### src/rtl/rf_seq_ctrl.sv
// rf_seq_ctrl: command sequencer in front of an 8 x 4 register file.
// Accepts write / read / fill / dump commands on a valid/ready channel. It
// turns them into reg_file accesses and returns read data on a valid/ready
// response channel.
//
// Ports:
//   clk, rst                 clock, synchronous active-high reset
//   cmd_valid/ready          command handshake
//   cmd_op                   00 write, 01 read, 10 fill, 11 dump
//   cmd_addr/data            command address / write data or fill base
//   rsp_valid/ready          response handshake
//   rsp_addr/data            responding entry and its contents
//   busy                     controller not idle
//   rf_we/addr/wdata/rdata   register-file access port
module rf_seq_ctrl #(
    parameter int AW    = 3,
    parameter int DW    = 4,
    parameter int DEPTH = 8
) (
    input  logic          clk,
    input  logic          rst,
    input  logic          cmd_valid,
    output logic          cmd_ready,
    input  logic [1:0]    cmd_op,
    input  logic [AW-1:0] cmd_addr,
    input  logic [DW-1:0] cmd_data,
    output logic          rsp_valid,
    input  logic          rsp_ready,
    output logic [AW-1:0] rsp_addr,
    output logic [DW-1:0] rsp_data,
    output logic          busy,
    output logic          rf_we,
    output logic [AW-1:0] rf_addr,
    output logic [DW-1:0] rf_wdata,
    input  logic [DW-1:0] rf_rdata
);

    typedef enum logic [3:0] {
        S_IDLE,
        S_WR,
        S_RD_ADDR,
        S_RD_CAP,
        S_RSP,
        S_FILL,
        S_DMP_ADDR,
        S_DMP_CAP,
        S_DMP_RSP
    } state_t;

    state_t        state, state_nxt;
    logic [AW-1:0] idx, idx_nxt;
    logic [AW-1:0] lat_addr;
    logic [DW-1:0] lat_data;
    logic [AW-1:0] rsp_addr_q;
    logic [DW-1:0] rsp_data_q;
    logic          accept;
    logic          last;
    logic          capture;

    assign cmd_ready = (state == S_IDLE) && !rst;
    assign accept    = cmd_valid && cmd_ready;
    assign last      = (idx == AW'(DEPTH - 1));
    assign busy      = (state != S_IDLE);
    assign rsp_addr  = rsp_addr_q;
    assign rsp_data  = rsp_data_q;

    always_ff @(posedge clk) begin
        if (rst) begin
            state <= S_IDLE;
            idx   <= '0;
        end else begin
            state <= state_nxt;
            idx   <= idx_nxt;
        end
    end

    // rf_* are decoded from state/idx/latched command only, so neither
    // cmd_valid nor rsp_ready reaches them combinationally.
    always_comb begin
        state_nxt = state;
        idx_nxt   = idx;
        rf_we     = 1'b0;
        rf_addr   = '0;
        rf_wdata  = '0;
        rsp_valid = 1'b0;
        capture   = 1'b0;
        case (state)
            S_IDLE: begin
                if (accept) begin
                    idx_nxt = '0;
                    case (cmd_op)
                        2'b00:   state_nxt = S_WR;
                        2'b01:   state_nxt = S_RD_ADDR;
                        2'b10:   state_nxt = S_FILL;
                        default: state_nxt = S_DMP_ADDR;
                    endcase
                end
            end
            S_WR: begin
                rf_we     = 1'b1;
                rf_addr   = lat_addr;
                rf_wdata  = lat_data;
                state_nxt = S_IDLE;
            end
            S_RD_ADDR: begin
                rf_addr   = lat_addr;
                state_nxt = S_RD_CAP;
            end
            S_RD_CAP: begin
                // Address has been stable a full cycle, so both combinational
                // and registered reg_file reads are valid here.
                rf_addr   = lat_addr;
                capture   = 1'b1;
                state_nxt = S_RSP;
            end
            S_RSP: begin
                rsp_valid = 1'b1;
                if (rsp_ready) state_nxt = S_IDLE;
            end
            S_FILL: begin
                rf_we    = 1'b1;
                rf_addr  = idx;
                rf_wdata = lat_data + DW'(idx);
                if (last) begin
                    idx_nxt   = '0;
                    state_nxt = S_IDLE;
                end else begin
                    idx_nxt = idx + 1'b1;
                end
            end
            S_DMP_ADDR: begin
                rf_addr   = idx;
                state_nxt = S_DMP_CAP;
            end
            S_DMP_CAP: begin
                rf_addr   = idx;
                capture   = 1'b1;
                state_nxt = S_DMP_RSP;
            end
            S_DMP_RSP: begin
                rsp_valid = 1'b1;
                if (rsp_ready) begin
                    if (last) begin
                        idx_nxt   = '0;
                        state_nxt = S_IDLE;
                    end else begin
                        idx_nxt   = idx + 1'b1;
                        state_nxt = S_DMP_ADDR;
                    end
                end
            end
            default: begin
                state_nxt = S_IDLE;
                idx_nxt   = '0;
            end
        endcase
    end

    // Response registers only load on capture, which keeps them stable
    // across any amount of backpressure.
    always_ff @(posedge clk) begin
        if (rst) begin
            lat_addr   <= '0;
            lat_data   <= '0;
            rsp_addr_q <= '0;
            rsp_data_q <= '0;
        end else begin
            if (accept) begin
                lat_addr <= cmd_addr;
                lat_data <= cmd_data;
            end
            if (capture) begin
                rsp_addr_q <= rf_addr;
                rsp_data_q <= rf_rdata;
            end
        end
    end

endmodule

### config.mk
export PLATFORM = sky130hd
export DESIGN_NAME = rf_seq_ctrl
export DESIGN_NICKNAME = d
export VERILOG_FILES = /design/src/rtl/rf_seq_ctrl.sv
export SDC_FILE = /design/constraint.sdc
export NUM_CORES = 1
export LEC_CHECK = 0
export ABC_AREA = 1
export CORE_MARGIN = 1
export CORE_UTILIZATION = 42
export DETAILED_ROUTE_END_ITERATION = 16
export PLACE_DENSITY = 0.76
export SYNTH_ARGS = -nofsm -noshare
export SYNTH_HDL_FRONTEND = slang
export SYNTH_SLANG_ARGS = --single-unit
### constraint.sdc
create_clock -name clk -period 1.45 [get_ports clk]
set_clock_uncertainty 0.2 [all_clocks]
set_input_delay 0.145 -clock clk [delete_from_list [all_inputs] [get_ports clk]]
set_output_delay 0.145 -clock clk [all_outputs]
set_load 0.02 [all_outputs]
# Word-level counts from Yosys, hierarchy flattened
# Cells that the tools add are included.
# W data, S select, Z words.
totals:
  ff_bits: 21
  out_inout_bits: 18
  inputBits: 17
  wordCells: 54
op_classes:
  n_eq_ne: 15
  mux: 16
  bitwise: 1
  addsub: 2
  reduce_logical: 14
ops:
  columns: ["cell", "n"]
  rows:
  - ["$pmux W4 S8", 1]
  - ["$eq A4 B3 Y1 const B", 4]
  - ["$mux W4", 4]
  - ["$mux W3", 4]
  - ["$pmux W3 S4", 1]
  - ["$pmux W3 S3", 1]
  - ["$eq A4 B2 Y1 const B", 2]
  - ["$ne A2 B2 Y1 const B", 4]
  - ["$pmux W4 S2", 1]
  - ["$pmux W3 S2", 1]
  - ["$reduce_or A2 Y1", 3]
  - ["$reduce_or A3 Y1", 2]
  - ["$reduce_or A6 Y1", 1]
  - ["$add A4 B3 Y4", 1]
  - ["$eq A4 B1 Y1 const B", 1]
  - ["$eq A4 B4 Y1 const B", 1]
  - ["$logic_not A4 Y1", 1]
  - ["$reduce_and A4 Y1", 1]
  - ["$reduce_bool A4 Y1", 1]
  - ["$add A3 B1 Y3 const B", 1]
  - ["$eq A3 B3 Y1 const B", 1]
  - ["$mux W1", 3]
  - ["$reduce_and A3 Y1", 1]
  - ["$eq A2 B1 Y1 const B", 1]
  - ["other kinds (5)", 6]

# Logic depth before layout (Yosys ltp)
logic_depth:
  depth_word: 5
  mapped_depth: 9
  depth_no_buf: 9

# Worst setup path before layout
# No wires, ideal clock.
synth_timing:
  path_type: "register to output"
  start: "reg idx[0]"
  end: "out rf_wdata[2]"
  setup_slack_ns: -0.507
  path_stages_with_launch: 6
  t_required_ns: 1.105
  path_buffers: 0
  arrival_ns: 1.612
  cell_sequence: "dfxtp_1 > ha_1 > fa_1 > nand2_1 > inv_1 > o32ai_1"
synth_between:
  elab_chain_len: 2
synth_rtl:
  columns: ["item", "line_no", "rtl"]
  rows:
  - ["start, declared", "51", "logic [AW-1:0] idx, idx_nxt;"]
  - ["start signal, assigned", "73", "idx <= idx_nxt;"]
  - ["$add A4 B3 Y4", "123", "rf_wdata = lat_data + DW'(idx);"]
  - ["$pmux W4 S2", "87", "case (state)"]
  - ["end, declared", "34", "output logic [DW-1:0] rf_wdata,"]
# Every way passes these cells.

# Worst setup path after layout
# Same ends and word-level chain as after synthesis.

==> results.json <==
{
  "multi_input_area_mm2": 0.00105,
  "netlist_area_mm2": 0.00124,
  "p_leak_nw": 1.09,
  "ys_warn_count": 0,
  "cts_tree": "done",
  "wl_met2_um": 2930,
  "grt_use_total": 0.314,
  "antenna_found_initial": 0,
  "met1_length_um": 2150,
  "clk_pin_slew_ns": 0.12,
  "fill_cells": 112,
  "drc": 0,
  "max_stage_delay_ns": 0.36,
  "avgViaCountPerCell": 5.97,
  "grt_pass1_wl_um": 7730,
  "drv_slew": 0,
  "synth.avg_cell_area_um2": 6.95,
  "cts.sinks": 21,
  "drt-initial-drc-count": 141,
  "max_freq_ghz": 0.502,
  "fin_ws_ns": -0.542,
  "place_inst": 275,
  "stdcell_count": 289,
  "path_cells": "ha_4 -> fa_2 -> nand2_2 -> inv_2 -> o32ai_4 -> buf_6",
  "place_ws_ns": -0.661,
  "ys_ff_latch": 21,
  "min_period_ns": 1.99,
  "fin_nets": 282,
  "drive_above_1_share": 0.562,
  "die_area_mm2": 0.00317,
  "crit_path_max_fanout": 2,
  "setup_viol": 31,
  "hp-class": "input port to flip-flop",
  "slew_headroom": 0.788,
  "insertion_delay_ns": 0.31,
  "violations": "negative setup slack",
  "grt_max_degree": 15,
  "tightest_slew_ns": 0.316,
  "p_per_area_mw_per_mm2": 1610,
  "min-delay-start": "cmd_data[3]",
  "die_w_um": 56.3,
  "timing.hold.ws_ns": 0.197,
  "core_mm2": 0.00278,
  "rrSetupSlack_ns": -0.42,
  "power_mw": 4.05,
  "worstPathArrival_ns": 1.65,
  "hold_viol_final": 0,
  "cp.required_ns": 1.11,
  "start_util": 0.445,
  "r2r_end": "idx[0]$_SDFFE_PP0P_",
  "dp_hpwl_um": 2930,
  "highest_layer": "met4",
  "synth_cell_type_count": 26,
  "hold_depth": 3,
  "rsz0062_at_grt": "yes",
  "die_y_um": 56.3,
  "cts-htree-levels": 1,
  "clockBufferDepth": 2,
  "slowest_stage": "dfxtp_2",
  "maxCapViolCount": 0,
  "critPathLaunchType": "flip-flop",
  "synth_seq_area_share": 0.340,
  "utilization": 0.901,
  "gp_congestion": 0.865,
  "endpoint_kind": "output pin",
  "avgRoutedWirePerCell_um": 20.2,
  "holdPathEnd": "lat_data[3]$_SDFFE_PP0P_",
  "ctsHoldBuffers": 0,
  "dr.pass1.iters": 5,
  "seqCellArea_um2": 443,
  "dr_total_vias": 1725,
  "cts_buffers": 3,
  "ff2ff_path_depth": 10,
  "synth_fp_nets": 201,
  "grt_pass1_vias": 1669,
  "placementRows": 19,
  "io-pin-count": 35,
  "syn_to_final_growth_pct": 103,
  "drt_wl_total_um": 5840,
  "critPathKind": "flip-flop to output pin",
  "outcome": "finished with violations",
  "io_buffer_count": 34,
  "vdd_drop_max_mv": 1.29,
  "ant_nets": 0,
  "post-route-period-util": 1.37,
  "wl_met3_um": 545,
  "cts-root-buf": "clkbuf_4",
  "grt-ovfl-total": 0,
  "diodes": 0,
  "syn_inst": 178,
  "worstReg2RegStart": "state[0]$_SDFFE_PP0P_"
}
## layout make-up
type / instances / share of cell area
Tap cell: 31 / 0.0155
Clock inverter: 1 / 0.00200
Multi-Input combinational cell: 117 / 0.421
Timing Repair Buffer: 81 / 0.322
Sequential cell: 21 / 0.177
Clock buffer: 3 / 0.00898
Inverter: 35 / 0.0544
## sequential cells by signal, indices dropped and copies added (netlist names)
name and flops:
rsp_addr 3, lat_addr 3, lat_data 4, rsp_data 4, state 4, idx 3
## critical path: cells and delay by family, from the launching register on
| kind | cells | cell delay, ns |
|---|---|---|
| adders and majority gates | 2 | 0.51 |
| DFF | 1 | 0.36 |
| AOI/OAI and AO/OA | 1 | 0.21 |
| buffers and inverters | 2 | 0.19 |
| and+or+nand+nor | 1 | 0.08 |
## what timing repair did
action                     CTS  global route
cloned                       1             0
setup endpoints to repair   39            32
buffers inserted             6             6
pin swaps                   13            19
resized for setup          140            49
## metal layers
metal | GRT usage | vias up
met4 | 0.129 | 0
met5 | 0 | -
met1 | 0.369 | 799
met2 | 0.561 | 153
met3 | 0.0553 | 35
li1 | - | 738
## worst max path at each step
stage                     slack (ns)                     start  depth (start not counted)     endpoint
after floorplan                -0.11       idx[0]$_SDFFE_PP0P_                          5  rf_wdata[2]
after global placement         -0.65  lat_data[0]$_SDFFE_PP0P_                          6  rf_wdata[2]
after detailed placement       -0.66  lat_data[0]$_SDFFE_PP0P_                          6  rf_wdata[2]
after CTS                      -0.56  lat_data[0]$_SDFFE_PP0P_                          6  rf_wdata[2]
after global routing           -0.62  lat_data[0]$_SDFFE_PP0P_                          6  rf_wdata[2]
final                          -0.54       idx[0]$_SDFFE_PP0P_                          6  rf_wdata[2]
## metrics by stage
stage	setup TNS (ns)	cell area, um2
after global placement	-8.45	2000
after detailed placement	-9.23	2000
after CTS	-5.61	2330
after floorplan	-0.165	1350
after global routing	-9.69	2510
final	-8.38	2510
## cell families after synthesis
kind of cell | share of synthesized area
buffers and inverters | 0.134
adder cells (fa/ha/maj) | 0.0667
flip-flops | 0.340
AO/OA/AOI/OAI | 0.163
AND/OR/NAND/NOR | 0.296
## power by group
| part | internal [mW] | total [mW] | switching, mW | leakage (nW) |
|---|---|---|---|---|
| clock network | 0.103 | 0.301 | 0.198 | 0.0177 |
| registers | 0.711 | 0.828 | 0.117 | 0.177 |
| logic | 1.33 | 2.92 | 1.59 | 0.900 |
| total | 2.14 | 4.05 | 1.90 | 1.09 |
## cell usage after synthesis (all sizes together)
master | count | area share
o22ai | 4 | 0.020
nor2 | 18 | 0.069
inv | 35 | 0.11
clkbuf | 2 | 0.0061
nor3 | 2 | 0.017
o32ai | 1 | 0.0071
nand3b | 1 | 0.0061
fa | 1 | 0.016
dfxtp | 21 | 0.34
o21ai | 9 | 0.036
nand4 | 2 | 0.010
nand2 | 39 | 0.12
nand3 | 15 | 0.069
buf | 3 | 0.022
o211ai | 2 | 0.016
ha | 5 | 0.051
o31ai | 7 | 0.042
and3 | 1 | 0.0051
a21oi | 10 | 0.040
## cells in the final DEF, fill, tap and decap left out, types with 6 or more instances in the layout
master           count
dfxtp_1             11
nand2_1             14
dfxtp_2              6
clkdlybuf4s50_1     16
buf_4               26
nor2_1               8
nor2_4               8
inv_2                7
nand3_1             10
inv_1               26
buf_6               28
dlygate4sd2_1        7
nand2_2             17
No activity file was read; power rests on OpenSTA's default activity.
